`src/rtl/calc_cmd_arbiter.sv`:
```
// Two-requester arbiter for the calculator command port. A requester keeps
// ownership from its first accepted command until its EQ_CMD completes.
module calc_cmd_arbiter #(
    parameter logic [3:0]  IDLE_CMD = 4'hD,
    parameter logic [3:0]  EQ_CMD   = 4'hE,
    parameter int unsigned TIMEOUT  = 1024
) (
    input  logic       clock,
    input  logic       reset,
    input  logic       req0_valid,
    input  logic [3:0] req0_cmd,
    output logic       req0_ready,
    input  logic       req1_valid,
    input  logic [3:0] req1_cmd,
    output logic       req1_ready,
    input  logic [1:0] calc_status,
    output logic [3:0] calc_cmd,
    output logic       owner,
    output logic       locked,
    output logic       busy,
    output logic       err,
    output logic       timeout
);

    localparam int unsigned   TW       = (TIMEOUT > 1) ? $clog2(TIMEOUT) : 1;
    localparam logic [TW-1:0] CNT_LAST = TW'(TIMEOUT - 1);

    typedef enum logic [1:0] {
        S_IDLE,
        S_ISSUE,
        S_WAIT_DONE,
        S_ERROR
    } state_t;

    state_t        state, state_n;
    logic [3:0]    cmd_q, cmd_n;
    logic          owner_q, owner_n;
    logic          locked_q, locked_n;
    logic          rel_q, rel_n;
    logic          rr_q, rr_n;
    logic          to_q, to_n;
    logic [TW-1:0] cnt_q, cnt_n, cnt_inc;

    logic st_ready, st_err, st_busy;
    logic sel, grant0, grant1;

    // 11 is folded into busy: bit 0 set means the calculator is working.
    assign st_ready = (calc_status == 2'b10);
    assign st_err   = (calc_status == 2'b00);
    assign st_busy  = calc_status[0];

    always_comb begin
        if (locked_q)
            sel = owner_q;
        else if (req0_valid && req1_valid)
            sel = rr_q;
        else
            sel = !req0_valid;
    end

    assign grant0 = (state == S_IDLE) && st_ready && !sel && req0_valid;
    assign grant1 = (state == S_IDLE) && st_ready &&  sel && req1_valid;

    assign cnt_inc = (cnt_q == '1) ? cnt_q : cnt_q + TW'(1);

    always_comb begin
        state_n  = state;
        cmd_n    = cmd_q;
        owner_n  = owner_q;
        locked_n = locked_q;
        rel_n    = rel_q;
        rr_n     = rr_q;
        to_n     = to_q;
        cnt_n    = cnt_q;
        case (state)
            S_IDLE: begin
                if (st_err) begin
                    state_n = S_ERROR;
                    cmd_n   = IDLE_CMD;
                end else if (grant0 || grant1) begin
                    cmd_n    = grant1 ? req1_cmd : req0_cmd;
                    owner_n  = grant1;
                    locked_n = 1'b1;
                    rel_n    = ((grant1 ? req1_cmd : req0_cmd) == EQ_CMD);
                    cnt_n    = '0;
                    state_n  = S_ISSUE;
                end
            end
            S_ISSUE: begin
                cnt_n = cnt_inc;
                if (st_err) begin
                    state_n = S_ERROR;
                    cmd_n   = IDLE_CMD;
                end else if (st_busy) begin
                    state_n = S_WAIT_DONE;
                    cnt_n   = '0;
                end else if (cnt_q == CNT_LAST) begin
                    state_n = S_ERROR;
                    cmd_n   = IDLE_CMD;
                    to_n    = 1'b1;
                end
            end
            S_WAIT_DONE: begin
                cnt_n = cnt_inc;
                if (st_ready) begin
                    state_n = S_IDLE;
                    cmd_n   = IDLE_CMD;
                    if (rel_q) begin
                        locked_n = 1'b0;
                        rr_n     = ~owner_q;
                    end
                end else if (st_err) begin
                    state_n = S_ERROR;
                    cmd_n   = IDLE_CMD;
                end else if (cnt_q == CNT_LAST) begin
                    state_n = S_ERROR;
                    cmd_n   = IDLE_CMD;
                    to_n    = 1'b1;
                end
            end
            S_ERROR: begin
                cmd_n = IDLE_CMD;
            end
            default: begin
                state_n = S_ERROR;
                cmd_n   = IDLE_CMD;
            end
        endcase
    end

    always_ff @(posedge clock or negedge reset) begin
        if (!reset) begin
            state    <= S_IDLE;
            cmd_q    <= IDLE_CMD;
            owner_q  <= 1'b0;
            locked_q <= 1'b0;
            rel_q    <= 1'b0;
            rr_q     <= 1'b0;
            to_q     <= 1'b0;
            cnt_q    <= '0;
        end else begin
            state    <= state_n;
            cmd_q    <= cmd_n;
            owner_q  <= owner_n;
            locked_q <= locked_n;
            rel_q    <= rel_n;
            rr_q     <= rr_n;
            to_q     <= to_n;
            cnt_q    <= cnt_n;
        end
    end

    assign req0_ready = grant0;
    assign req1_ready = grant1;
    assign calc_cmd   = cmd_q;
    assign owner      = owner_q;
    assign locked     = locked_q;
    assign busy       = (state != S_IDLE);
    assign err        = (state == S_ERROR);
    assign timeout    = to_q;

endmodule

```
`config.mk`:
```
export PLATFORM = sky130hd
export DESIGN_NAME = calc_cmd_arbiter
export DESIGN_NICKNAME = d
export VERILOG_FILES = /design/src/rtl/calc_cmd_arbiter.sv
export SDC_FILE = /design/constraint.sdc
export NUM_CORES = 1
export LEC_CHECK = 0
export CELL_PAD_IN_SITES_DETAIL_PLACEMENT = 0
export CELL_PAD_IN_SITES_GLOBAL_PLACEMENT = 1
export CORE_ASPECT_RATIO = 0.7
export CORE_MARGIN = 1.5
export CORE_UTILIZATION = 36
export CTS_CLUSTER_DIAMETER = 40
export CTS_CLUSTER_SIZE = 16
export DETAILED_ROUTE_END_ITERATION = 10
export PLACE_DENSITY = 0.83
export REMOVE_ABC_BUFFERS = 1
export SETUP_SLACK_MARGIN = 0.3
export SLEW_MARGIN = 20
export SYNTH_ARGS = -nofsm -noshare
export SYNTH_HDL_FRONTEND = slang
export SYNTH_SLANG_ARGS = --single-unit
```
`constraint.sdc`:
```
create_clock -name clock -period 2.05 [get_ports clock]
set_clock_uncertainty 0.15 [all_clocks]
set_input_delay 0.5125 -clock clock [delete_from_list [all_inputs] [get_ports clock]]
set_output_delay 0.5125 -clock clock [all_outputs]
set_load 0.02 [all_outputs]
```
==> summary.md, run 1 <==
| Metric | Value |
|---|---|
| Outcome | finished, violations left |
| Failing checks | negative setup slack |
| Post-synthesis cell area | between 0.001 and 0.0015 mm^2 |
| Worst Path Max Fanout | 3 |
| Vias post-DR | between 1500 and 2000 |
| Top post-synthesis cells by area | dfrtp_1 30%, a21oi_1 6.4%, ha_1 5.9% |
| Clock edge transition at the registers on the reported setup and hold paths | ~0.08 ns |
| Kind of critical path | reg -> out |
| Setup ws final | -0.1080 ns |
| Initial core utilization | 0.3757 |
| Avg WL per Cell | 18.52 um |
| Htree depth | 1 |
| CTS buffer count | 3 |
| Core area | roughly 0.0039 mm^2 |
| Least-Margin Pin Slew | 0.3782 ns |
| Met1 usage | 0.3300 |
| Largest area contributor in the netlist | dfrtp_1 |
| Max Freq | 0.4634 GHz |
| Root Driver | clkbuf_8 |
| Worst Setup End Kind | primary output |
| Final Hold Viols | 0 |
| DRT Pass-1 Iters | 4 |
| Worst EP arrival | around 1.5 ns |
| Max cap viols | 0 |
| Num rows | 19 |
| Layout cells sized above 1 | 0.5476 |
| Global route hottest layer | met2 |
| PwrDens | roughly 1400 mW/mm^2 |
| Static Leakage | approximately 1.1 nW |
| Die Y | 56.70 um |
| Port Buf Inserts | 24 |
| Most numerous cell in the Yosys netlist | a21oi_1 |
| Grt met2 use | 0.4007 |
| Placed wire-length estimate | approximately 3.3 mm |
| RSZ-0062 raised after global routing | true |
| Syn Inst Count | between 150 and 200 |
| Sink Count | 21 |
| Vias per std cell | about 5.7 |
| Initial antenna violation count | 0 |
| FF-to-FF setup slack | -0.01 ns |
| Syn avg cell area | between 9 and 10 um^2 |
| Worst-Skew Late Latency | between 0.2 and 0.3 ns |
| Final wirelength | between 5 and 6 mm |
| Number of global-route vias before repair | approximately 1700 |
| Filler cell count in the final layout | around 280 |
| Hold crit path type | reg -> reg |
| Warning count from the yosys run | 0 |
| Ant diodes | 0 |
| Initial DRC count | 94 |
| CTS tree | built |
| Period utilization | 1.053 |
| Setup violators final | 4 |
| Gr ovfl total | 0 |
| Largest net degree at the start of global routing | 22 |
| Top FF cell, synth | dfrtp_1 |
| Worst vdd ir | roughly 730 uV |
| Clock buffer depth | 2 |
| Distinct cells, synth | 49 |
| First-pass GRT wire length | around 8.5 mm |
| Max-slew violations | 0 |
| Sequential share of the synthesized area | 0.3570 |
| Gr usage total | 0.2491 |
| Number of flops mapped to enable cells by yosys | 0 |
| Share of the synthesized area in the top cell type | 0.3038 |
| GR Util met3 | 0.04715 |
| Final Wtd Congestion | between 0.9 and 1 |
| Dpl ws | -0.7026 ns |
| Final min period | around 2.2 ns |
| DIE AREA | roughly 0.0045 mm^2 |
| Async S/R FF share, synth | 1.000 |
| CP Launch Type | flop |
| Yosys reg bits | 21 |
| Total chip power | ~3.7 mW |
| Post-route ant nets | 0 |
| Io pins | 25 |
| Relative slew slack | 0.7443 |
| Area Overhead vs Synth | 81.27% |
| Die X | between 70 and 80 um |
| DRC viols | 0 |
| Layout Nets | 274 |
| Worst Path Required | ~1.4 ns |
| Synth cell count leaders | 19 x a21oi_1, 18 x dfrtp_1, 17 x o21ai_0 |
-- critical path, cell delays in order, from the launching register on --
cell,delay (ns)
dfrtp_1,0.40
inv_2,0.09
ha_4,0.13
and3b_2,0.24
o2111ai_4,0.13
inv_2,0.12
buf_6,0.12
-- worst paths after layout --
check / end / from / cells after the start
min: timeout / timeout / 1
min reg2reg: timeout / timeout / 1
max in group asynchronous: calc_cmd[0] / reset / 2
max reg2reg: calc_cmd[3] / state[0] / 10
min in group asynchronous: cnt_q[5] / reset / 2
max: req1_ready / state[0] / 6
-- layer usage --
layer / wire [um] / vias up / part of all wire
met4: 111 / 0 / 0.020
met3: 373 / 10 / 0.066
met2: 2787 / 76 / 0.49
li1: - / 796 / -
met1: 2358 / 837 / 0.42
met5: 0 / - / 0
-- repair_timing --
action	CTS	global route
endpoints found under the setup margin	30	25
hold endpoints to repair	0	0
gates cloned	1	0
hold buffers	0	0
gates resized for setup	106	25
setup buffers	18	7
pin swaps	22	12
-- registers in the layout, indices dropped and copies added, names as in the netlist --
| name | cells |
|---|---|
| owner | 1 |
| state | 2 |
| rel_q | 1 |
| calc_cmd | 4 |
| timeout | 1 |
| cnt_q | 10 |
| rr_q | 1 |
| locked | 1 |
-- per-stage QoR --
step / TNS (ns) / instance area, um^2 / hold WS [ns] / util / instances
after floorplan: -0.1404 / 1455 / 0.06691 / - / 159
after global placement: -6.570 / 2066 / 0.2958 / 0.5235 / 274
after detailed placement: -7.551 / 2066 / 0.3006 / 0.5235 / 274
after CTS: -0.1855 / 2550 / 0.3194 / 0.6462 / 297
after global routing: -0.8398 / 2688 / 0.3453 / 0.6810 / 304
final: -0.1960 / 2688 / 0.3177 / 0.6810 / 304
-- power by group --
part / internal [mW] / switching (mW)
clock: 0.139 / 0.135
combinational: 1.49 / 1.33
sequential: 0.549 / 0.0723
-- final cells by class --
class,count,area [um^2],share of cell area
clock buffers,4,45.04,0.01676
inverters,8,30.03,0.01117
multi-input cells,130,1179,0.4385
flip-flops and latches,21,530.5,0.1974
well taps,52,65.06,0.02421
repair buffers,89,838.3,0.3119
-- logic make-up after synthesis --
kind of cell,Yosys count,synth area share
flip-flops,21,0.3570
AO/OA/AOI/OAI,67,0.3063
AND/OR/NAND/NOR,51,0.2051
adder cells (fa/ha/maj),7,0.05907
buffers and inverters,12,0.03882
multiplexers,5,0.03376
-- cell usage in the layout, fill, tap and decap left out, types with 3 or more instances in the layout --
cell type        instances
o21ai_2                  5
clkdlybuf4s15_2          3
inv_1                    5
dfrtp_1                 17
and3b_2                  3
dfstp_2                  3
nand2_1                  8
buf_6                   23
o21ai_1                  3
mux2i_1                  3
inv_2                    3
clkdlybuf4s50_1          9
nand3_1                  5
nor2_1                   7
a21oi_2                 11
nor2b_1                  3
a21oi_1                 12
ha_4                     5
o22a_1                   3
buf_4                   44
clkbuf_8                 3
nand4_1                  4
o21ai_0                 10
a41oi_2                  5
dlygate4sd2_1            6
Note: power is estimated with default switching activity, not from simulation.
==> inputs of run 2 (changes only) <==
- REMOVE_ABC_BUFFERS: 1 -> default
==> run 2 against run 1 <==
The flow still finishes with violations (negative setup slack); critical endpoint is now req0_ready; register-to-register slack gained 0.02 ns; wire length decreased by 11%; cell area fell by 5.7%; count of clock-buffer cells in the layout unchanged; via count shrank 2.8%; die area unchanged; total power shrank 4.1%; first-iteration DRC count increased by 7.4%; fmax rose by 2.5%; non-clock buffer count is 10 lower.
==> summary.md, run 2 (same netlist as run 1, synthesis figures left out) <==
| Metric | Value |
|---|---|
| DRC viols | 0 (unchanged) |
| Failing checks | negative setup slack |
| Final Wtd Congestion | 0.8391 (-6.8%) |
| Largest stage delay on the critical path | 0.40 ns (about the same) |
| Total chip power | 3.559 mW (-4.1%) |
| Die X | 79.71 um (unchanged) |
| Post-DP Area | 0.002105 mm^2 (+1.9%) |
| First-pass GRT wire length | 8.052 mm (-5.7%) |
| Worst Path Required | 1.39 ns (about the same) |
| CTS buffer count | 3 (unchanged) |
| Max Freq | 0.4750 GHz (+2.5%) |
| Avg WL per Cell | 17.09 um (-7.7%) |
| Design area | 0.002535 mm^2 (-5.7%) |
| Fin cells | 294 (-3.3%) |
| Die Y | 56.70 um (unchanged) |
| Htree depth | 1 (unchanged) |
| Placed cells | 273 (-0.36%) |
| DRT Pass-1 Iters | 4 (unchanged) |
| Ant diodes | 0 (unchanged) |
| Vias post-DR | 1671 (-2.8%) |
| R2r worst-path depth | 8 (-2) |
| Initial antenna violation count | 0 (unchanged) |
| Num rows | 19 (unchanged) |
| RSZ-0062 raised after global routing | true |
| Final hold slack | 0.3080 ns (-0.009658 ns) |
| Sink Count | 21 (unchanged) |
| Final wirelength | 5.025 mm (-11%) |
| Static Leakage | 1.077 nW (-6.3%) |
| Relative slew slack | 0.7854 (+0.04109) |
| Clock edge transition at the registers on the reported setup and hold paths | 0.08 ns (about the same) |
| Gr ovfl total | 0 (unchanged) |
| Setup ws final | -0.05547 ns (+0.05249 ns) |
| Grt met2 use | 0.4019 (+0.001211) |
| Core area | 0.003946 mm^2 (unchanged) |
| CP Launch Type | flop |
| Filler cell count in the final layout | 329 (+16%) |
| Slowest CP cell | dfrtp_1 |
| Reg-to-Reg Start | state[1] |
| Dpl ws | -0.6930 ns (+0.009578 ns) |
| Most common cell after layout, fill and taps aside | buf_4 |
| Final min period | 2.105 ns (-0.05249 ns) |
| WHS Path Cells | 1 (unchanged) |
| PwrDens | 1404 mW/mm^2 (+1.6%) |
| Max cap viols | 0 (unchanged) |
| Layout cells sized above 1 | 0.5041 (-0.04349) |
| Max-slew violations | 0 (unchanged) |
| Least-Margin Pin Slew | 0.3192 ns (-0.05903 ns) |
| Io pins | 25 (unchanged) |
| Kind of critical path | reg -> out |
| GR Util met3 | 0.04228 (-0.004878) |
| Placed wire-length estimate | 3.446 mm (+3.0%) |
| Syn Nets | roughly 180 |
| Post-route ant nets | 0 (unchanged) |
| Worst-Skew Late Latency | 0.27 ns (about the same) |
| Largest Register | cnt_q |
| Setup violators final | 2 (-2) |
| Crit path cell chain | inv_2, ha_4, and3b_2, and3_4, buf_6 |
| Setup_tns | -0.1107 ns (+0.08534 ns) |
| Worst Path Max Fanout | 3 (unchanged) |
| DIE AREA | 0.004519 mm^2 (unchanged) |
| Worst vdd ir | 661.6 uV (-9.4%) |
| Area Overhead vs Synth | 70.97% |
| Layout Nets | 264 (-3.6%) |
| Global route hottest layer | met2 |
| R2R Path End | cnt_q[7] |
| Worst Hold Path EP | timeout |
| Period utilization | 1.027 (-0.02560) |
| Max reg flops | 10 (unchanged) |
| Most frequent cells in the layout | 40 x buf_4, 18 x dfrtp_1, 17 x buf_6, 12 x a21oi_1, 10 x a21oi_2 |
| Root Driver | clkbuf_8 |
| Port Buf Inserts | 24 (unchanged) |
| Outcome | finished, violations left |
| Clock buffer depth | 2 (unchanged) |
| Gr usage total | 0.2288 (-0.02027) |
| CTS tree | built |
| Number of global-route vias before repair | 1708 (-0.059%) |
| Worst min-delay path startpoint | timeout |
| Worst Setup End Kind | primary output |
| Largest net degree at the start of global routing | 22 (unchanged) |
| Hold crit path type | reg -> reg |
| Vias per std cell | 5.684 (+0.51%) |
| Initial DRC count | 101 (+7.4%) |
| Final Hold Viols | 0 (unchanged) |
| Initial core utilization | 0.3757 (unchanged) |
| FF-to-FF setup slack | 0.01 ns (+0.02 ns) |
| Met1 usage | 0.2825 (-0.04743) |
| Worst EP arrival | 1.44 ns (-0.06 ns) |
| Final Core Density | 0.6424 (-0.03868) |
run 2: cell types whose count changed in the layout (fill, tap and decap cells not counted), sizes merged:
cell           delta
dlygate4sd2       -1
clkdlybuf4s15     +3
buf              -12
run 2: how the worst max path moves through the flow:
stage / start / to / slack [ns]
2_1_floorplan: state[0] / req1_ready / 0.17
3_3_place_gp: calc_status[1] / req0_ready / -0.66
3_5_place_dp: req0_valid / req0_ready / -0.69
4_1_cts: state[0] / req1_ready / -0.05
5_1_grt: state[1] / req1_ready / -0.11
6_report: state[1] / req0_ready / -0.06
run 2: layout make-up:
cell class | instances | area [um^2] | area share
timing repair buffer | 79 | 726.9 | 0.2868
tap | 52 | 65.06 | 0.02567
clock buffer | 4 | 45.04 | 0.01777
multi-input combinational | 130 | 1136 | 0.4482
sequential | 21 | 529.3 | 0.2088
inverter | 8 | 32.53 | 0.01283
run 2: power by group:
| part | switching, mW | internal (mW) | total (mW) |
|---|---|---|---|
| Sequential | 0.0732 | 0.549 | 0.622 |
| Clock | 0.143 | 0.139 | 0.281 |
| Combinational | 1.27 | 1.39 | 2.66 |
run 2: layer usage:
metal,share of wire,up-vias
met4,0.017,0
met1,0.44,825
met5,0,-
li1,-,783
met2,0.50,48
met3,0.033,15
run 2: what timing repair did:
| item | in CTS | in global routing |
|---|---|---|
| hold buffers | 0 | 0 |
| setup endpoints to repair | 30 | 24 |
| resized for setup | 70 | 36 |
| gates cloned | 0 | 0 |
| pin swaps | 8 | 14 |
| buffers inserted | 12 | 5 |
run 2: critical path, delay by kind of cell (launching register included):
family / cells / cell delay, ns
adders and majority gates: 1 / 0.14
buffers and inverters: 2 / 0.20
DFF: 1 / 0.40
and+or+nand+nor: 2 / 0.44
==> inputs of run 3 (changes only) <==
- GPL_ROUTABILITY_DRIVEN: default -> 0
==> results of run 3 <==
No change in the layout: final DEF, timing and power equal those of run 2.
